### config.mk
export PLATFORM = sky130hd
export DESIGN_NAME = scoreboard_tagged_flat
export DESIGN_NICKNAME = d
export VERILOG_FILES = /design/src/rtl/scoreboard_tagged_if.sv /design/src/rtl/scoreboard_tagged.sv /design/src/flat_wrapper.sv
export SDC_FILE = /design/constraint.sdc
export NUM_CORES = 1
export LEC_CHECK = 0
export CAP_MARGIN = 25
export CORE_ASPECT_RATIO = 0.6
export CORE_MARGIN = 4
export CORE_UTILIZATION = 45
export DETAILED_ROUTE_END_ITERATION = 12
export GPL_ROUTABILITY_DRIVEN = 0
export PLACE_DENSITY = 0.68
export SETUP_SLACK_MARGIN = 0.3
export SYNTH_ARGS = -nofsm -noshare
export SYNTH_HDL_FRONTEND = slang
export SYNTH_SLANG_ARGS = --single-unit
export TNS_END_PERCENT = 10
### constraint.sdc
create_clock -name clk -period 9.2 [get_ports clk]
set_input_delay 1.84 -clock clk [delete_from_list [all_inputs] [get_ports clk]]
set_output_delay 1.84 -clock clk [all_outputs]
set_load 0.02 [all_outputs]
### src/rtl/scoreboard_tagged_if.sv
// Issue/writeback bundle between the decode stage (master) and the tagged scoreboard (slave).
// Parameters must match those of the scoreboard_tagged instance that the bundle is attached to.
interface scoreboard_tagged_if #(
    parameter int REG_ADDR_SIZE     = 4,
    parameter int PRED_ADDR_SIZE    = 2,
    parameter int FUNC_UNIT_OP_SIZE = 3,
    parameter int NUM_WB            = 2,
    parameter int TAG_SIZE          = 4
);
    logic                                  pred_ins;
    logic [PRED_ADDR_SIZE-1:0]             pred_addr;
    logic [REG_ADDR_SIZE-1:0]              reg_dest_addr;
    logic                                  reg_dest_valid;
    logic [REG_ADDR_SIZE-1:0]              reg_src1_addr;
    logic                                  reg_src1_valid;
    logic [REG_ADDR_SIZE-1:0]              reg_src2_addr;
    logic                                  reg_src2_valid;
    logic [PRED_ADDR_SIZE-1:0]             pred_dest_addr;
    logic                                  pred_dest_valid;
    logic [PRED_ADDR_SIZE-1:0]             pred_src1_addr;
    logic                                  pred_src1_valid;
    logic [PRED_ADDR_SIZE-1:0]             pred_src2_addr;
    logic                                  pred_src2_valid;
    logic [FUNC_UNIT_OP_SIZE-1:0]          func_unit;
    logic                                  issue;
    logic [NUM_WB-1:0]                     wr_reg;
    logic [NUM_WB*REG_ADDR_SIZE-1:0]       wr_reg_addr;
    logic [NUM_WB*TAG_SIZE-1:0]            wr_reg_tag;
    logic [NUM_WB-1:0]                     wr_pred;
    logic [NUM_WB*PRED_ADDR_SIZE-1:0]      wr_pred_addr;
    logic [NUM_WB*TAG_SIZE-1:0]            wr_pred_tag;
    logic [(1<<FUNC_UNIT_OP_SIZE)-1:0]     unit_done;
    logic [TAG_SIZE-1:0]                   issue_tag;
    logic                                  predicate_valid;
    logic                                  resource_stall;

    modport master (
        output pred_ins, pred_addr,
        output reg_dest_addr, reg_dest_valid, reg_src1_addr, reg_src1_valid,
        output reg_src2_addr, reg_src2_valid,
        output pred_dest_addr, pred_dest_valid, pred_src1_addr, pred_src1_valid,
        output pred_src2_addr, pred_src2_valid,
        output func_unit, issue,
        output wr_reg, wr_reg_addr, wr_reg_tag, wr_pred, wr_pred_addr, wr_pred_tag,
        output unit_done,
        input  issue_tag, predicate_valid, resource_stall
    );

    modport slave (
        input  pred_ins, pred_addr,
        input  reg_dest_addr, reg_dest_valid, reg_src1_addr, reg_src1_valid,
        input  reg_src2_addr, reg_src2_valid,
        input  pred_dest_addr, pred_dest_valid, pred_src1_addr, pred_src1_valid,
        input  pred_src2_addr, pred_src2_valid,
        input  func_unit, issue,
        input  wr_reg, wr_reg_addr, wr_reg_tag, wr_pred, wr_pred_addr, wr_pred_tag,
        input  unit_done,
        output issue_tag, predicate_valid, resource_stall
    );
endinterface

### src/rtl/scoreboard_tagged.sv
// Decode-stage issue scoreboard: per-register busy/tag tracking with tagged writeback,
// per-unit occupancy counters and an outstanding-tag window.
module scoreboard_tagged #(
    parameter int REG_ADDR_SIZE     = 4,
    parameter int PRED_ADDR_SIZE    = 2,
    parameter int FUNC_UNIT_OP_SIZE = 3,
    parameter int NUM_WB            = 2,
    parameter int TAG_SIZE          = 4,
    parameter int UNIT_DEPTH        = 2,
    parameter int WAW_STALL         = 1,
    parameter int WB_BYPASS         = 1
) (
    input logic                 clk,
    input logic                 reset,
    scoreboard_tagged_if.slave  bus
);
    localparam int REG_FILE_SIZE  = 1 << REG_ADDR_SIZE;
    localparam int PRED_FILE_SIZE = 1 << PRED_ADDR_SIZE;
    localparam int NUM_FUNC_UNITS = 1 << FUNC_UNIT_OP_SIZE;
    localparam int PW             = $clog2(2*NUM_WB+1);
    localparam int CW             = TAG_SIZE + PW + 1;

    logic [REG_FILE_SIZE-1:0]  r_reg_busy;
    logic [TAG_SIZE-1:0]       r_reg_tag [REG_FILE_SIZE];
    logic [PRED_FILE_SIZE-1:0] r_pred_busy;
    logic [TAG_SIZE-1:0]       r_pred_tag [PRED_FILE_SIZE];
    logic [TAG_SIZE-1:0]       r_next_tag;
    logic [TAG_SIZE-1:0]       r_outstanding;
    logic [2:0]                r_unit_cnt [NUM_FUNC_UNITS];

    logic [REG_FILE_SIZE-1:0]  w_reg_wb_hit;
    logic [PRED_FILE_SIZE-1:0] w_pred_wb_hit;
    logic [REG_FILE_SIZE-1:0]  w_reg_busy_eff;
    logic [PRED_FILE_SIZE-1:0] w_pred_busy_eff;
    logic                      w_guard_busy;
    logic                      w_raw;
    logic                      w_waw;
    logic                      w_unit_full;
    logic                      w_tag_full;
    logic                      w_stall;
    logic                      w_accept;
    logic [PW-1:0]             w_wb_count;
    logic [CW-1:0]             w_out_sum;
    logic [TAG_SIZE-1:0]       w_out_next;

    // A writeback only counts for a register when its tag equals the stored (latest) tag.
    always_comb begin
        w_reg_wb_hit  = '0;
        w_pred_wb_hit = '0;
        for (int i = 0; i < REG_FILE_SIZE; i++) begin
            for (int k = 0; k < NUM_WB; k++) begin
                if (bus.wr_reg[k] &&
                    bus.wr_reg_addr[k*REG_ADDR_SIZE +: REG_ADDR_SIZE] == REG_ADDR_SIZE'(i) &&
                    bus.wr_reg_tag[k*TAG_SIZE +: TAG_SIZE] == r_reg_tag[i])
                    w_reg_wb_hit[i] = 1'b1;
            end
        end
        for (int i = 0; i < PRED_FILE_SIZE; i++) begin
            for (int k = 0; k < NUM_WB; k++) begin
                if (bus.wr_pred[k] &&
                    bus.wr_pred_addr[k*PRED_ADDR_SIZE +: PRED_ADDR_SIZE] == PRED_ADDR_SIZE'(i) &&
                    bus.wr_pred_tag[k*TAG_SIZE +: TAG_SIZE] == r_pred_tag[i])
                    w_pred_wb_hit[i] = 1'b1;
            end
        end
    end

    assign w_reg_busy_eff  = (WB_BYPASS != 0) ? (r_reg_busy & ~w_reg_wb_hit) : r_reg_busy;
    assign w_pred_busy_eff = (WB_BYPASS != 0) ? (r_pred_busy & ~w_pred_wb_hit) : r_pred_busy;

    assign w_guard_busy = bus.pred_ins & w_pred_busy_eff[bus.pred_addr];
    assign w_raw = (bus.reg_src1_valid  & w_reg_busy_eff[bus.reg_src1_addr])
                 | (bus.reg_src2_valid  & w_reg_busy_eff[bus.reg_src2_addr])
                 | (bus.pred_src1_valid & w_pred_busy_eff[bus.pred_src1_addr])
                 | (bus.pred_src2_valid & w_pred_busy_eff[bus.pred_src2_addr])
                 | w_guard_busy;
    assign w_waw = (WAW_STALL != 0) &
                   ((bus.reg_dest_valid  & r_reg_busy[bus.reg_dest_addr]) |
                    (bus.pred_dest_valid & r_pred_busy[bus.pred_dest_addr]));
    assign w_unit_full = (r_unit_cnt[bus.func_unit] == 3'(UNIT_DEPTH));
    assign w_tag_full  = &r_outstanding;

    // Handshake: issue is a request, resource_stall the inverted grant; an instruction is
    // accepted in exactly the cycle issue=1 and resource_stall=0, otherwise nothing changes.
    assign w_stall  = w_raw | w_waw | w_unit_full | w_tag_full;
    assign w_accept = bus.issue & ~w_stall;

    assign bus.resource_stall  = w_stall;
    assign bus.predicate_valid = ~w_guard_busy;
    assign bus.issue_tag       = r_next_tag;

    always_comb begin
        w_wb_count = '0;
        for (int k = 0; k < NUM_WB; k++)
            w_wb_count = w_wb_count + PW'(bus.wr_reg[k]) + PW'(bus.wr_pred[k]);
    end

    // Every valid writeback retires one outstanding slot; the count floors at zero.
    assign w_out_sum  = CW'(r_outstanding) + CW'(w_accept);
    assign w_out_next = (w_out_sum > CW'(w_wb_count)) ?
                        TAG_SIZE'(w_out_sum - CW'(w_wb_count)) : '0;

    always_ff @(posedge clk) begin
        if (reset) begin
            r_reg_busy    <= '0;
            r_pred_busy   <= '0;
            r_next_tag    <= '0;
            r_outstanding <= '0;
            for (int i = 0; i < REG_FILE_SIZE; i++)  r_reg_tag[i]  <= '0;
            for (int i = 0; i < PRED_FILE_SIZE; i++) r_pred_tag[i] <= '0;
            for (int u = 0; u < NUM_FUNC_UNITS; u++) r_unit_cnt[u] <= '0;
        end else begin
            for (int i = 0; i < REG_FILE_SIZE; i++) begin
                if (w_accept && bus.reg_dest_valid && bus.reg_dest_addr == REG_ADDR_SIZE'(i)) begin
                    r_reg_busy[i] <= 1'b1;
                    r_reg_tag[i]  <= r_next_tag;
                end else if (w_reg_wb_hit[i]) begin
                    r_reg_busy[i] <= 1'b0;
                end
            end
            for (int i = 0; i < PRED_FILE_SIZE; i++) begin
                if (w_accept && bus.pred_dest_valid && bus.pred_dest_addr == PRED_ADDR_SIZE'(i)) begin
                    r_pred_busy[i] <= 1'b1;
                    r_pred_tag[i]  <= r_next_tag;
                end else if (w_pred_wb_hit[i]) begin
                    r_pred_busy[i] <= 1'b0;
                end
            end
            if (w_accept)
                r_next_tag <= r_next_tag + 1'b1;
            r_outstanding <= w_out_next;
            // A completion on an idle unit is dropped rather than wrapping the counter.
            for (int u = 0; u < NUM_FUNC_UNITS; u++)
                r_unit_cnt[u] <= r_unit_cnt[u]
                               + 3'(w_accept && bus.func_unit == FUNC_UNIT_OP_SIZE'(u))
                               - 3'(bus.unit_done[u] && r_unit_cnt[u] != 3'd0);
        end
    end
endmodule
### src/flat_wrapper.sv
// flat-port wrapper written by rule: the top's interface ports become plain ports
module scoreboard_tagged_flat 
#(
    parameter int REG_ADDR_SIZE     = 4,
    parameter int PRED_ADDR_SIZE    = 2,
    parameter int FUNC_UNIT_OP_SIZE = 3,
    parameter int NUM_WB            = 2,
    parameter int TAG_SIZE          = 4,
    parameter int UNIT_DEPTH        = 2,
    parameter int WAW_STALL         = 1,
    parameter int WB_BYPASS         = 1
)
  (clk, reset, bus_pred_ins, bus_pred_addr, bus_reg_dest_addr, bus_reg_dest_valid, bus_reg_src1_addr, bus_reg_src1_valid, bus_reg_src2_addr, bus_reg_src2_valid, bus_pred_dest_addr, bus_pred_dest_valid, bus_pred_src1_addr, bus_pred_src1_valid, bus_pred_src2_addr, bus_pred_src2_valid, bus_func_unit, bus_issue, bus_wr_reg, bus_wr_reg_addr, bus_wr_reg_tag, bus_wr_pred, bus_wr_pred_addr, bus_wr_pred_tag, bus_unit_done, bus_issue_tag, bus_predicate_valid, bus_resource_stall);
  scoreboard_tagged_if #(.REG_ADDR_SIZE(REG_ADDR_SIZE), .PRED_ADDR_SIZE(PRED_ADDR_SIZE), .FUNC_UNIT_OP_SIZE(FUNC_UNIT_OP_SIZE), .NUM_WB(NUM_WB), .TAG_SIZE(TAG_SIZE)) bus_i ();
  input logic clk;
  input logic reset;
  input wire logic [$bits(bus_i.pred_ins)-1:0] bus_pred_ins;
  input wire logic [$bits(bus_i.pred_addr)-1:0] bus_pred_addr;
  input wire logic [$bits(bus_i.reg_dest_addr)-1:0] bus_reg_dest_addr;
  input wire logic [$bits(bus_i.reg_dest_valid)-1:0] bus_reg_dest_valid;
  input wire logic [$bits(bus_i.reg_src1_addr)-1:0] bus_reg_src1_addr;
  input wire logic [$bits(bus_i.reg_src1_valid)-1:0] bus_reg_src1_valid;
  input wire logic [$bits(bus_i.reg_src2_addr)-1:0] bus_reg_src2_addr;
  input wire logic [$bits(bus_i.reg_src2_valid)-1:0] bus_reg_src2_valid;
  input wire logic [$bits(bus_i.pred_dest_addr)-1:0] bus_pred_dest_addr;
  input wire logic [$bits(bus_i.pred_dest_valid)-1:0] bus_pred_dest_valid;
  input wire logic [$bits(bus_i.pred_src1_addr)-1:0] bus_pred_src1_addr;
  input wire logic [$bits(bus_i.pred_src1_valid)-1:0] bus_pred_src1_valid;
  input wire logic [$bits(bus_i.pred_src2_addr)-1:0] bus_pred_src2_addr;
  input wire logic [$bits(bus_i.pred_src2_valid)-1:0] bus_pred_src2_valid;
  input wire logic [$bits(bus_i.func_unit)-1:0] bus_func_unit;
  input wire logic [$bits(bus_i.issue)-1:0] bus_issue;
  input wire logic [$bits(bus_i.wr_reg)-1:0] bus_wr_reg;
  input wire logic [$bits(bus_i.wr_reg_addr)-1:0] bus_wr_reg_addr;
  input wire logic [$bits(bus_i.wr_reg_tag)-1:0] bus_wr_reg_tag;
  input wire logic [$bits(bus_i.wr_pred)-1:0] bus_wr_pred;
  input wire logic [$bits(bus_i.wr_pred_addr)-1:0] bus_wr_pred_addr;
  input wire logic [$bits(bus_i.wr_pred_tag)-1:0] bus_wr_pred_tag;
  input wire logic [$bits(bus_i.unit_done)-1:0] bus_unit_done;
  output wire logic [$bits(bus_i.issue_tag)-1:0] bus_issue_tag;
  output wire logic [$bits(bus_i.predicate_valid)-1:0] bus_predicate_valid;
  output wire logic [$bits(bus_i.resource_stall)-1:0] bus_resource_stall;
  assign bus_i.pred_ins = bus_pred_ins;
  assign bus_i.pred_addr = bus_pred_addr;
  assign bus_i.reg_dest_addr = bus_reg_dest_addr;
  assign bus_i.reg_dest_valid = bus_reg_dest_valid;
  assign bus_i.reg_src1_addr = bus_reg_src1_addr;
  assign bus_i.reg_src1_valid = bus_reg_src1_valid;
  assign bus_i.reg_src2_addr = bus_reg_src2_addr;
  assign bus_i.reg_src2_valid = bus_reg_src2_valid;
  assign bus_i.pred_dest_addr = bus_pred_dest_addr;
  assign bus_i.pred_dest_valid = bus_pred_dest_valid;
  assign bus_i.pred_src1_addr = bus_pred_src1_addr;
  assign bus_i.pred_src1_valid = bus_pred_src1_valid;
  assign bus_i.pred_src2_addr = bus_pred_src2_addr;
  assign bus_i.pred_src2_valid = bus_pred_src2_valid;
  assign bus_i.func_unit = bus_func_unit;
  assign bus_i.issue = bus_issue;
  assign bus_i.wr_reg = bus_wr_reg;
  assign bus_i.wr_reg_addr = bus_wr_reg_addr;
  assign bus_i.wr_reg_tag = bus_wr_reg_tag;
  assign bus_i.wr_pred = bus_wr_pred;
  assign bus_i.wr_pred_addr = bus_wr_pred_addr;
  assign bus_i.wr_pred_tag = bus_wr_pred_tag;
  assign bus_i.unit_done = bus_unit_done;
  assign bus_issue_tag = bus_i.issue_tag;
  assign bus_predicate_valid = bus_i.predicate_valid;
  assign bus_resource_stall = bus_i.resource_stall;
  scoreboard_tagged #(.REG_ADDR_SIZE(REG_ADDR_SIZE), .PRED_ADDR_SIZE(PRED_ADDR_SIZE), .FUNC_UNIT_OP_SIZE(FUNC_UNIT_OP_SIZE), .NUM_WB(NUM_WB), .TAG_SIZE(TAG_SIZE), .UNIT_DEPTH(UNIT_DEPTH), .WAW_STALL(WAW_STALL), .WB_BYPASS(WB_BYPASS)) u_core (.clk(clk), .reset(reset), .bus(bus_i));
endmodule
==> results.txt, run 1 <==
- Of the cells placed in the final design, the portion with a size suffix greater than 1 is 0.0757.
- STA puts the critical path data required time at 7.36 ns.
* Async set-reset flop share out of synthesis: 0
* Warning count from the yosys run: 0
* Pin slew with the least headroom to its limit: 1.08 ns
- CTS tree: done
* Post-Syn Nets: 1011
- Endpoints failing setup: 0
* Setup repair after global routing missed its margin: false
- At the worst endpoint, the arrival time is 5.83 ns.
* First-pass DRT Iterations: 6
- Antenna violations before repair: 0
- In the global route stage, overall resource usage came out at 0.253.
* Worst hold slack: 0.526 ns
- Critical-path maximum fanout: 7
- After clock tree synthesis, the flow added hold-fix buffers numbering 0.
* Number of top-level design ports: 79
- In this run, post-CTS repair resized a total of 0 instances.
- From synthesis to final layout, the design area changed by 18.9%.
- The repair_antennas step left the layout with diodes totalling 0.
- Root Buffer: sky130_fd_sc_hd__clkbuf_16
- Period utilisation layout: 0.833
- At the end of the flow, the number of nets in the layout was 1072.
- In this run the horizontal extent of the chip is 189 µm.
- Cell type contributing the most total cell area after synthesis: sky130_fd_sc_hd__edfxtp_1
- Initial DRC count: 866
- The critical path goes through clkdlybuf4s50_1 > nor3b_1 > nand4_1 > o31ai_1 > nor3_1 > a2111oi_0 > nor4_1 > nor2_1 > nand2_1 > clkdlybuf4s50_1.
- CTS clk-pin slew, worst paths: 0.06 ns
* Final hold violation count: 0
- Grt total ovfl: 0
- On the critical path, the stage with the largest delay is an instance of sky130_fd_sc_hd__nor3b_1.
* FF+latch count, synth: 132
- Counting distinct cell types in the post-synthesis netlist gives 68.
- Most instantiated flip-flop cell in the synthesis netlist: sky130_fd_sc_hd__edfxtp_1
- Summed over all cells, the static leakage comes to 3.65 nW.
* Biggest cell delay along the critical path: 0.91 ns
- Number of enable flip-flop cells after synthesis: 80
- The number of pins exceeding their max-slew limit in the final report was 0.
- Max Cap Violations: 0
* Hold Path Class: flip-flop to flip-flop
* Outcome: completed
* Max H-tree Level: 4
* Buffers on Ports: 78
* Mean post-synth cell area: 9.77 µm²
- Global-route wire length before repair: 42400 µm
- Shortest period the worst path allows: 7.67 ns
- Buffers added to address setup during post-CTS repair amount to 0.
- Starting density of the core: 0.462
- Largest net degree at the start of global routing: 59
- Total CTS buffers: 17
* Category of the worst setup path launch point: input pin
* Post-DRT Antenna Nets: 0
* Avg Vias per Cell: 6.07
- Setup crit end kind: output port
- Top cell type's share of synthesized area: 0.272
- Sequential element share of the synthesized area: 0.390
* Total Routed Length: 27900 µm
- Average detailed-routed wire length per instance: 22.5 µm
- Vias in the first global route: 7206
* Vias after detailed routing: 7550
- Row generation in the floorplan step produced 39 rows.
- Remaining design rule violation count: 0
* Die Footprint: 22000 µm²
- The clock passes through at most 2 buffers.
- Cell mode on critical path: sky130_fd_sc_hd__clkdlybuf4s50_1
- Adding up every negative setup slack in the final design gives 0 ns.
- Vertical extent of the die: 117 µm
- Static timing analysis puts the maximum clock frequency at 130 MHz.
- Power spread over the standard cell area amounts to 200 nW/µm².
- The critical path is of the input pin to output port type.
- Worst skew pair latency: 0.43 ns
- Num Clock Sinks: 132
- Synthesis produced a netlist whose cell count is 904.
* Post-DP HPWL: 20100 µm
- IR analysis of the VDD net gives a maximum drop of 0.129 mV.
- Normalized max-slew margin: 0.279
- Placeable core area: 19100 µm²
* Summed instance area of the synthesized netlist: 8830 µm²
- For the final database, setup skew stands at 0.0104 ns.
- Cells taking the most area after synthesis: sky130_fd_sc_hd__edfxtp_1 (27%), sky130_fd_sc_hd__dfxtp_1 (12%), sky130_fd_sc_hd__xnor2_1 (11%)
* Filler instances: 1694
synthesized netlist by cell type, types with 4 or more instances:
cell type                    n
sky130_fd_sc_hd__nand3_1    22
sky130_fd_sc_hd__fa_1       10
sky130_fd_sc_hd__nor3b_1     9
sky130_fd_sc_hd__a22o_1      6
sky130_fd_sc_hd__edfxtp_1   80
sky130_fd_sc_hd__buf_6       4
sky130_fd_sc_hd__a31oi_1     9
sky130_fd_sc_hd__o31ai_1    26
sky130_fd_sc_hd__nor2_1     60
sky130_fd_sc_hd__nor3_1     67
sky130_fd_sc_hd__o41ai_2     7
sky130_fd_sc_hd__clkbuf_1   30
sky130_fd_sc_hd__o21ai_0    16
sky130_fd_sc_hd__inv_1      48
sky130_fd_sc_hd__nor2b_1    15
sky130_fd_sc_hd__o41ai_1     4
sky130_fd_sc_hd__o32ai_1     6
sky130_fd_sc_hd__nor4b_1     5
sky130_fd_sc_hd__xnor2_1   113
sky130_fd_sc_hd__nand2_1    52
sky130_fd_sc_hd__nor4_1     31
sky130_fd_sc_hd__o22ai_1     4
sky130_fd_sc_hd__xor2_1     67
sky130_fd_sc_hd__mux4_2      6
sky130_fd_sc_hd__nand4_1    31
sky130_fd_sc_hd__buf_2      13
sky130_fd_sc_hd__nand2b_1    8
sky130_fd_sc_hd__dfxtp_1    52
sky130_fd_sc_hd__or3_1       6
sky130_fd_sc_hd__o31a_1      8
sky130_fd_sc_hd__ha_1       24
sky130_fd_sc_hd__and3b_1     5
kinds of logic after synthesis:
logic type / after synthesis / synth area share
flops: 132 / 0.390
xor+xnor: 180 / 0.178
fa+ha+maj: 34 / 0.0567
compound gates: 114 / 0.103
mux: 10 / 0.0201
simple gates: 335 / 0.205
buf+inv: 99 / 0.0473
registers in the layout, indices dropped and copies added (netlist names):
name / cells
u_core.r_outstanding: 4
u_core.r_reg_busy: 16
u_core.r_pred_busy: 4
u_core.bus.issue_tag: 4
u_core.r_unit_cnt: 24
u_core.r_pred_tag: 16
u_core.r_reg_tag: 64
path summary, 6_finish.rpt:
check | endpoint | slack [ns] | start | cells past startpoint
max | bus_resource_stall | 1.53 | bus_wr_reg[0] | 10
min reg2reg | u_core.r_reg_busy[2] | 0.53 | u_core.r_reg_busy[2] | 2
min | u_core.r_reg_busy[2] | 0.53 | u_core.r_reg_busy[2] | 2
max reg2reg | u_core.r_outstanding[2] | 3.89 | u_core.r_pred_tag[0][1] | 17
metal layers:
layer	vias to the layer above	wire, µm	global-route usage
li1	3425	-	-
met1	3603	12800	0.377
met2	468	10800	0.348
met3	52	3630	0.0833
met4	2	629	0.0694
met5	-	109	0.0342
where the power goes:
group	switching, mW	leakage [nW]	internal, mW
logic	0.328	2.09	0.285
registers	0.0790	1.25	0.708
clock network	0.281	0.306	0.423
cell type report:
| class | count | area (µm²) | area share |
|---|---|---|---|
| timing repair buffer | 92 | 948 | 0.0903 |
| multi-input combinational | 673 | 4980 | 0.474 |
| inverter | 49 | 184 | 0.0175 |
| clock buffer | 21 | 503 | 0.0479 |
| tap | 266 | 333 | 0.0317 |
| clock inverter | 11 | 109 | 0.0104 |
| sequential | 132 | 3440 | 0.328 |
layout by cell type, fill, tap and decap left out, types with 16 or more instances in the layout:
cell type,synthesis,final
sky130_fd_sc_hd__clkbuf_16,0,19
sky130_fd_sc_hd__clkdlybuf4s50_1,0,77
sky130_fd_sc_hd__dfxtp_1,52,52
sky130_fd_sc_hd__edfxtp_1,80,80
sky130_fd_sc_hd__ha_1,24,24
sky130_fd_sc_hd__inv_1,48,48
sky130_fd_sc_hd__nand2_1,52,52
sky130_fd_sc_hd__nand3_1,22,22
sky130_fd_sc_hd__nand4_1,31,31
sky130_fd_sc_hd__nor2_1,60,60
sky130_fd_sc_hd__nor3_1,67,67
sky130_fd_sc_hd__nor4_1,31,31
sky130_fd_sc_hd__o21ai_0,16,16
sky130_fd_sc_hd__o31ai_1,26,26
sky130_fd_sc_hd__xnor2_1,113,113
sky130_fd_sc_hd__xor2_1,67,67
critical path: cells and delay by family:
kind	cells	cell delay [ns]
and+or+nand+nor	6	1.95
buffers and inverters	2	1.21
AOI/OAI and AO/OA	2	0.82
through the flow:
step	cell area, µm²	power, mW	instances	utilization	setup WS, ns
floorplan	8830	1.24	904	-	3.33
global placement	9790	1.39	1208	0.512	1.80
detailed placement	9820	1.40	1209	0.513	1.73
CTS	10400	2.11	1241	0.545	1.74
global route	10500	2.22	1244	0.549	1.37
finish	10500	2.10	1244	0.549	1.53
Power figures use the tool's default switching activity.
==> run 2, diff against run 1 <==
- PLACE_DENSITY: 0.68 -> 0.7
- clock period: 9.2 -> 6.2 ns (I/O delays scaled with it)
==> run 2 against run 1 <==
  * Cell area up 1.7%
  * Global-route usage rose by 1.6 points
  * Clock power grew 48%
  * Critical endpoint is now u_core.r_outstanding[2]
==> results.txt, run 2 (synthesis gave the netlist of run 1 again) <==
* Max Cap Violations: 0 (unchanged)
- The worst setup path is captured at a flip-flop.
- The number of detailed-routing iterations run before antenna repair was 7 (+1).
- The post-CTS clock slew at the launch and capture registers of the worst setup and hold paths was 0.06 ns (about the same).
- The largest net degree at the start of global routing is 84 (+42%).
- Site row count: 39 (unchanged)
- The H-tree level count is 4 (unchanged).
- The number of cells on the worst hold path was 2 (unchanged).
- In the finished design, the share of the clock period the worst path needs comes to 0.918.
- Worst skew pair latency: 0.43 ns (about the same)
* Buffers on Ports: 78 (unchanged)
- The number of clock sinks seen by CTS came to 132 (unchanged).
- Pin slew with the least headroom to its limit: 1.02 ns (-0.0613 ns)
- The count of boundary I/O pins is 79 (unchanged).
* Vias after detailed routing: 7770 (+2.9%)
* Required @ worst endpoint: 6.50 ns (-0.86 ns)
- Maximum operating frequency: 176 MHz
- The maximum resistive drop on vdd came to 0.207 mV (+60%).
- Root Buffer: sky130_fd_sc_hd__clkbuf_16
- The arrival time reported for the critical path endpoint is 5.99 ns (+0.16 ns).
- The count of endpoints failing hold in the final timing report came to 0 (unchanged).
* Width of the die: 189 µm (unchanged)
* Post-DRT Antenna Nets: 0 (unchanged)
- Largest registers: u_core.r_reg_tag x64, u_core.r_unit_cnt x24
- Setup repair after global routing left no endpoint under its margin.
- The slack of the worst reg-to-reg path is 1.49 ns (-2.40 ns).
* Die Footprint: 22000 µm² (unchanged)
* Clock skew after layout: 0.0110 ns (+0.000581 ns)
- The flip-flop count of the largest register after layout is 64 (unchanged).
- The number of failing setup endpoints in the final timing report was 0 (unchanged).
- The number of antenna violations at the first check in global routing is 0 (unchanged).
- The headroom to the max-slew limit was 0.320 (+0.0405).
- The critical path is of the input pin to flip-flop type.
- The initial detailed-routing violation count was 979 (+13%).
- Setup TNS: 0 ns (unchanged)
- Category of the worst setup path launch point: input pin
- More flip-flops sit in one register than any other, and that register is u_core.r_reg_tag.
- The flow ran to the end, and the final reports show no timing, DRC or antenna violations.
- Cell leakage power: 3.77 nW (+3.2%)
- Vertical extent of the die: 117 µm (unchanged)
* Setup slack of the critical path after layout: 0.508 ns (-1.03 ns)
- The total global routing track utilization was 0.269 (+0.0159).
- Maximum clock path buffer count: 2 (unchanged)
* Startpoint of the worst-slack reg-to-reg timing path: u_core.r_pred_tag[0][6]
* Worst Hold End: u_core.r_unit_cnt[1][2]
* Pwr per Cell Area: 296 nW/µm² (+48%)
* Minimum setup slack after placement: 0.197 ns (-1.53 ns)
- The startpoint identified for the worst hold timing path is u_core.r_unit_cnt[1][2].
- The path class of the tightest hold or removal check is flip-flop to flip-flop.
* Fraction of final layout cells with drive strength greater than 1: 0.0995 (+0.0238)
- Global-route wire length before repair: 44800 µm (+5.9%)
- The top fanout value on the critical path came to 4 (-3).
* Post-DP HPWL: 21700 µm (+8.3%)
* Number of max-slew violations in the final report: 0 (unchanged)
- CTS tree: done
- Vias in the first global route: 7504 (+4.1%)
- The total number of nets in the final design was 1099 (+2.5%).
- The library cell used most frequently in the layout, excluding fill and tap cells, is sky130_fd_sc_hd__xnor2_1.
- Average detailed-routed wire length per instance: 23.3 µm (+3.8%)
* Depth of the worst register-to-register path: 18 (+1)
* Remaining design rule violation count: 0 (unchanged)
* Shortest period the worst path allows: 5.69 ns
* Capture point of the worst reg-to-reg path: u_core.r_outstanding[2]
- The remaining global-route overflow is 0 (unchanged).
- From synthesis to final layout, the design area changed by 20.9%.
- The starting density of the core came to 0.462 (unchanged).
* Total CTS buffers: 17 (unchanged)
* Placeable core area: 19100 µm² (unchanged)
- The top cell types in the final layout, fill and taps aside, are sky130_fd_sc_hd__xnor2_1 (113), sky130_fd_sc_hd__edfxtp_1 (80), sky130_fd_sc_hd__clkdlybuf4s50_1 (76), sky130_fd_sc_hd__xor2_1 (67), sky130_fd_sc_hd__nor3_1 (67).
- The post-CTS setup buffer count is 0 (unchanged).
- Total Routed Length: 29600 µm (+6.1%)
- The via density per instance came to 6.11 (+0.65%).
==> run 2: cell types whose count changed in the layout (fill, tap and decap cells not counted), moves of 3 or more <==
cell	change
sky130_fd_sc_hd__buf_4	+27
sky130_fd_sc_hd__buf_12	+4
sky130_fd_sc_hd__buf_16	-3
sky130_fd_sc_hd__clkinvlp_4	+3
==> run 2: metrics by stage <==
step	instances	util	instance area (µm²)	hold WS [ns]	total power, mW
after floorplan	904	-	8830	0.471	1.84
after global placement	1239	0.527	10100	0.533	2.10
after detailed placement	1239	0.527	10100	0.534	2.12
after CTS	1271	0.558	10700	0.548	3.16
after global routing	1271	0.558	10700	0.580	3.35
final	1272	0.558	10700	0.577	3.17
==> run 2: what timing repair did <==
item                                    in CTS  in global routing
hold buffers                                 0                  0
hold endpoints to repair                     0                  0
endpoints found under the setup margin       0                  1
gates resized for setup                      0                  2
==> run 2: layout make-up <==
| class | instances | area, µm² |
|---|---|---|
| diodes | 1 | 2.50 |
| clock buffers | 19 | 443 |
| flip-flops and latches | 132 | 3440 |
| repair buffers | 119 | 1140 |
| fillers | 1693 | 8450 |
| inverters | 49 | 184 |
| well taps | 266 | 333 |
| multi-input cells | 673 | 4980 |
| clock inverters | 13 | 158 |
==> run 2: worst max-delay path: stages <==
cell and delay [ns]:
sky130_fd_sc_hd__clkdlybuf4s50_1 0.55, sky130_fd_sc_hd__xnor2_1 0.27, sky130_fd_sc_hd__nand4b_1 0.13, sky130_fd_sc_hd__nor4_1 0.52, sky130_fd_sc_hd__nor2_1 0.22, sky130_fd_sc_hd__mux4_2 0.50, sky130_fd_sc_hd__and2_4 0.19, sky130_fd_sc_hd__nor4_4 0.33
sky130_fd_sc_hd__buf_4 0.18, sky130_fd_sc_hd__nand3_4 0.07, sky130_fd_sc_hd__inv_2 0.07, sky130_fd_sc_hd__ha_1 0.16, sky130_fd_sc_hd__ha_1 0.25, sky130_fd_sc_hd__ha_1 0.32, sky130_fd_sc_hd__a21o_1 0.18, sky130_fd_sc_hd__a21oi_1 0.25
sky130_fd_sc_hd__a31oi_1 0.07, sky130_fd_sc_hd__o21ai_0 0.36, sky130_fd_sc_hd__nor2_1 0.12
==> run 2: how the worst max path moves through the flow <==
stage / cells after the start / endpoint / slack, ns / startpoint
2_1_floorplan: 19 / u_core.r_outstanding[2] / 1.08 / bus_wr_reg_tag[0]
3_3_place_gp: 19 / u_core.r_outstanding[2] / 0.37 / bus_wr_pred[1]
3_5_place_dp: 19 / u_core.r_outstanding[2] / 0.20 / bus_wr_pred_tag[6]
4_1_cts: 10 / bus_resource_stall / 0.36 / bus_wr_pred_tag[6]
5_1_grt: 19 / u_core.r_outstanding[2] / 0.37 / bus_wr_pred[1]
6_report: 19 / u_core.r_outstanding[2] / 0.51 / bus_wr_pred_tag[6]
==> run 2: routing by layer <==
layer | share of wire | global-route usage | vias to the layer above
met3 | 0.15 | 0.111 | 78
met5 | 0 | 0 | -
met1 | 0.44 | 0.395 | 3645
met2 | 0.38 | 0.354 | 571
met4 | 0.027 | 0.0912 | 0
li1 | - | - | 3476
==> run 2: where the power goes <==
group	internal, mW	switching [mW]	total, mW
clock	0.641	0.400	1.04
sequential	1.05	0.122	1.17
combinational	0.444	0.509	0.953
total	2.14	1.03	3.17
==> variant 1: new RTL, settings of run 2 <==
`WB_BYPASS` is set to 1 in 2 places; all go to 0.
--- a/src/rtl/scoreboard_tagged.sv
+++ b/src/rtl/scoreboard_tagged.sv
@@ -10,3 +10,3 @@
     parameter int WAW_STALL         = 1,
-    parameter int WB_BYPASS         = 1
+    parameter int WB_BYPASS         = 0
 ) (
--- a/src/flat_wrapper.sv
+++ b/src/flat_wrapper.sv
@@ -10,3 +10,3 @@
     parameter int WAW_STALL         = 1,
-    parameter int WB_BYPASS         = 1
+    parameter int WB_BYPASS         = 0
 )
Check against the original RTL: not equivalent (a bounded check fails within 4 cycles, from zero or initial values and one cycle with reset high).
==> variant 1 against run 2 <==
Synthesized area fell by 3.9%. Cell area shrank 5.3%. Routed wire length decreased by 17%. First-iteration DRC count decreased by 9.1%. Total power decreased by 3.0%. Utilization decreased by 0.60 points. Worst setup slack gained 230 ps. Hold slack got worse by 50 ps. Global-route usage decreased by 3.4 points. Sequential cell count unchanged. Critical endpoint is now bus_resource_stall. Highest routed layer is now met5.
==> variant 1: results (changes against run 2) <==
Power and ir drop
  • Worst VDD drop: 0.201 mV (was 0.207 mV)
  • Total combinational power: 871 µW (was 953 µW)
  • Sequential power share: 38.0% (was 37.0%)
  • Sw power: 974 µW (was 1030 µW)
  • Sw Ratio: 31.7% (was 32.5%)
  • Leakage power: 0.00361 µW (was 0.00377 µW)

Drt
  • Drt initial violations: 890 (was 979)
  • Max layer used: met5 (was met4)
  • Wire length on met1: 11.3 mm (was 13.1 mm)
  • Routed wire per std cell: 21.5 µm (was 23.3 µm)
  • DR vias/cell: 6.01 (was 6.11)

Cells and area
  • Biggest regs: u_core.r_reg_tag x64, u_core.r_unit_cnt x24 (unchanged)
  • Fillers: 1573 (was 1693)
  • Layout cells sized above 1: 7.10% (was 9.95%)

Placement
  • Detail Placement HPWL: 17.7 mm (was 21.7 mm)
  • Dpl cells: 1110 (was 1239)

Critical path
  • WP data arrival: 4220 ps (was 5990 ps)
  • Path depth of the worst reg2reg path: 14 (was 18)
  • Crit path max fanout: 11 (was 4)

GRT
  • Initial antenna violation count: 1 (was 0)
  • Met2 Use GR: 31.0% (was 35.4%)
  • Number of global-route vias before repair: 6506 (was 7504)
  • GRT Overall Usage: 23.5% (was 26.9%)
  • Met1 Use GR: 35.9% (was 39.5%)
  • Largest net degree at the start of global routing: 104 (was 84)
  • First-pass GRT wire length: 37.6 mm (was 44.8 mm)
  • M3 GR Usage: 7.97% (was 11.1%)

Yosys
  • Post-synth net total: 940 (was 1011)
  • Synth cell count leaders: xor2_1 (109), edfxtp_1 (80), xnor2_1 (71), nor4_1 (54), dfxtp_1 (52) (was xnor2_1 (113), edfxtp_1 (80), nor3_1 (67), xor2_1 (67), nor2_1 (60))
  • Post-synthesis sequential area ratio: 40.6% (was 39.0%)
  • Post-synthesis cell count: 833 (was 904)
  • Largest cells by area after synthesis: edfxtp_1 (28%), dfxtp_1 (12%), xor2_1 (11%) (was edfxtp_1 (27%), dfxtp_1 (12%), xnor2_1 (11%))

Run status
  • Outcome: complete, no violations (unchanged)

Timing
  • Clock Skew: 9.84 ps (was 11.0 ps)
variant 1: cell types whose count changed after synthesis, moves of 8 or more:
cell,delta
mux4_2,+9
nand2_1,-11
o41ai_1,+8
xor2_1,+42
nor3_1,-21
nor4_1,+23
nor2_1,-28
xnor2_1,-42
nand3_1,+12
variant 1: cell families (layout without fill, tap and decap cells):
kind of cell / Yosys count / count (layout) / share of synthesized area [%]
AO/OA/AOI/OAI: 74 / 74 / 6.55
XOR/XNOR: 180 / 180 / 18.6
adder cells (fa/ha/maj): 34 / 34 / 5.90
buffers and inverters: 100 / 169 / 4.94
flip-flops: 132 / 132 / 40.6
multiplexers: 24 / 24 / 5.09
other: 0 / 1 / 0
AND/OR/NAND/NOR: 289 / 289 / 18.4
variant 1: worst max-delay path, cell delays in order:
cell and delay (ps):
clkdlybuf4s50_1 710, mux4_2 550, a22oi_1 230, nand4_1 150, or4_4 590, nand3b_1 190
clkdlybuf4s50_1 570
variant 1: cell type report:
cell class	count	area share, %
Timing Repair Buffer	91	9.63
Clock buffer	18	4.24
Tap cell	240	2.97
Antenna cell	1	0.0247
Sequential cell	132	34.1
Clock inverter	14	1.61
Inverter	46	1.71
Multi-Input combinational cell	601	45.8
variant 1: metrics by stage:
step,hold WS (ps),area [µm²],worst slack [ps]
final,527,10100,735
after global routing,553,10100,655
after CTS,523,10100,749
after detailed placement,511,9520,558
after global placement,505,9390,673
after floorplan,461,8490,1500
variant 1: path summary, 6_finish.rpt:
| kind | from | to | slack (ps) |
|---|---|---|---|
| min | u_core.bus.issue_tag[3] | u_core.bus.issue_tag[3] | 530 |
| min reg2reg | u_core.bus.issue_tag[3] | u_core.bus.issue_tag[3] | 530 |
| max reg2reg | u_core.r_pred_busy[0] | u_core.r_outstanding[3] | 2210 |
| max | bus_pred_dest_addr[0] | bus_resource_stall | 740 |
==> variant 2: new RTL, settings of run 2 <==
Without the edit above. Make the reset (`reset`) asynchronous in one clocked block.
--- a/src/rtl/scoreboard_tagged.sv
+++ b/src/rtl/scoreboard_tagged.sv
@@ -102,3 +102,3 @@
 
-    always_ff @(posedge clk) begin
+    always_ff @(posedge clk or posedge reset) begin
         if (reset) begin
Formal check against the unedited RTL: differs if reset is asserted again (counterexample within 4 cycles, from zero or initial values and one cycle with reset high); with reset held inactive, the same outputs for 4 cycles.
==> variant 2 against run 2 <==
Cell area is 1.3% higher. Sequential cell count did not move. Synthesized area increased by 2.7%. Synthesized cell count shrank 3.5%. Worst setup slack lost 95 ps. Routed wire length fell by 8.4%. Critical endpoint is now bus_resource_stall. Final cell count is 3.3% lower. Total power is 36% higher.
==> variant 2: results (changes against run 2) <==
Critical path
  • WP data arrival: 4550 ps (was 5990 ps)
  • Crit path max fanout: 4 (unchanged)
  • CP max-delay cell: clkdlybuf4s50_1 (unchanged)
  • CP max stage delay: 570 ps (was 550 ps)

CTS
  • Clk buf depth: 2 (unchanged)
  • Worst-Skew Late Latency: 430 ps (about the same)
  • Num CTS Buffers: 17 (unchanged)
  • H-Tree Depth: 4 (unchanged)
  • Clk root buf: clkbuf_16 (unchanged)
  • Worst-path clk slew: 60 ps (about the same)
  • Postcts setup bufs: 0 (unchanged)

Yosys
  • Post-synthesis cell count: 872 (was 904)
  • Post-synth net total: 979 (was 1011)
  • Largest cells by area after synthesis: dfrtp_1 (36%), xnor2_1 (11%), xor2_1 (6.2%) (was edfxtp_1 (27%), dfxtp_1 (12%), xnor2_1 (11%))
  • Synth cell count leaders: dfrtp_1 (132), xnor2_1 (117), xor2_1 (64), inv_1 (63), nand2_1 (41) (was xnor2_1 (113), edfxtp_1 (80), nor3_1 (67), xor2_1 (67), nor2_1 (60))
  • Post-synthesis sequential area ratio: 36.4% (was 39.0%)
  • Asr flop ratio synth: 100% (was 0%)
  • Top-area cell type share of the netlist area: 36.4% (was 27.2%)
  • Synth cell types: 67 (was 68)
  • Synth warn: 0 (unchanged)

Drt
  • Vias: 7119 (was 7770)
  • DR vias/cell: 5.79 (was 6.11)
  • Drt initial violations: 767 (was 979)
  • DRT Pass-1 Iters: 5 (was 7)
  • Routed wire per std cell: 22.1 µm (was 23.3 µm)

GRT
  • Initial antenna violation count: 0 (unchanged)
  • Number of global-route vias before repair: 7009 (was 7504)
  • First-pass GRT wire length: 42.1 mm (was 44.8 mm)
  • Largest net degree at the start of global routing: 91 (was 84)
  • GRT Overall Usage: 24.3% (was 26.9%)

Timing
  • Final setup viols: 0 (unchanged)
  • Clock Skew: 9.64 ps (was 11.0 ps)
  • Slew HR: 30.9% (was 32.0%)

Placement
  • Buffers on Ports: 78 (unchanged)
  • Dpl cells: 1199 (was 1239)
  • Detail Placement HPWL: 20.2 mm (was 21.7 mm)

Cells and area
  • Biggest regs: u_core.r_reg_tag x64, u_core.r_unit_cnt x24 (unchanged)
  • Layout cells sized above 1: 13.8% (was 9.95%)
  • ANT cells: 0 (was 1)
  • Fillers: 1731 (was 1693)
  • # nets final: 1059 (was 1099)
  • Final core utilization: 55.7% (was 55.8%)

Power and ir drop
  • Leakage power: 0.00472 µW (was 0.00377 µW)
  • Worst VDD drop: 0.213 mV (was 0.207 mV)

Worst hold path
  • Min-delay worst type: reg -> reg (unchanged)

Run status
  • Outcome: complete, no violations (unchanged)
==> variant 2: cell count changes in the layout (fill, tap and decap cells not counted), moves of 35 or more <==
| cell | delta |
|---|---|
| dfrtp_1 | +132 |
| dfxtp_1 | -52 |
| edfxtp_1 | -80 |
| mux2_1 | +36 |
| mux2_2 | +37 |
| nor2_1 | -35 |
| nor3_1 | -45 |
==> variant 2: per-layer routing <==
layer	GRT usage [%]	wire, µm	vias to the layer above
li1	-	-	3249
met1	38.4	13400	3478
met2	32.8	10800	354
met3	6.49	2570	38
met4	4.89	359	0
met5	0	0	-
==> variant 2: layout make-up <==
class                      instances  share of cell area [%]
multi-input combinational        631                    49.5
sequential                       132                    30.5
timing repair buffer             106                    9.48
clock buffer                      21                    4.35
tap                              266                    3.08
inverter                          64                    2.27
clock inverter                    10                   0.763
==> variant 2: through the flow <==
step | power (µW) | setup slack [ps] | instance area, µm² | hold WS (ps)
6_report | 4320 | 414 | 10800 | 531
5_1_grt | 4590 | 304 | 10800 | 559
4_1_cts | 4300 | 330 | 10800 | 538
3_5_place_dp | 3330 | 286 | 10200 | 528
3_3_place_gp | 3270 | 361 | 10200 | 493
2_1_floorplan | 2790 | 1220 | 9070 | 468
==> variant 2: worst paths after layout <==
check                                       from                      end  slack (ps)  cells after the start
max                                bus_wr_reg[1]       bus_resource_stall         410                     11
min                        u_core.r_unit_cnt[20]    u_core.r_unit_cnt[20]         530                      1
max reg2reg                u_core.r_pred_tag[12]  u_core.r_outstanding[2]        1950                     17
min reg2reg                u_core.r_unit_cnt[20]    u_core.r_unit_cnt[20]         530                      1
max in group asynchronous                  reset     u_core.r_reg_tag[39]        3710                      3
min in group asynchronous                  reset    u_core.r_reg_busy[13]        1390                      2
==> variant 2: cells by family (layout without fill, tap and decap cells) <==
| kind of cell | after synthesis | count (layout) | share of synthesized area (%) |
|---|---|---|---|
| AOI/OAI and AO/OA | 88 | 88 | 7.47 |
| xor gates and xnor gates | 181 | 181 | 17.5 |
| adders and majority gates | 34 | 34 | 5.52 |
| buffers and inverters | 109 | 201 | 4.93 |
| DFF | 132 | 132 | 36.4 |
| muxes | 83 | 83 | 11.0 |
| and+or+nand+nor | 245 | 245 | 17.2 |
==> variant 2: timing repair <==
item	CTS	global route
gates resized for setup	1	7
hold buffers	0	0
setup endpoints to repair	1	3
pin swaps	0	0
==> variant 2: worst max-delay path: cells and delay by family <==
| kind | cells | cell delay (ps) |
|---|---|---|
| AO/OA/AOI/OAI | 4 | 960 |
| AND/OR/NAND/NOR | 4 | 1060 |
| buffers and inverters | 3 | 1270 |
==> variant 2: where the power goes <==
part	internal, µW	switching, µW
clock network	576	388
logic	840	815
registers	1220	483
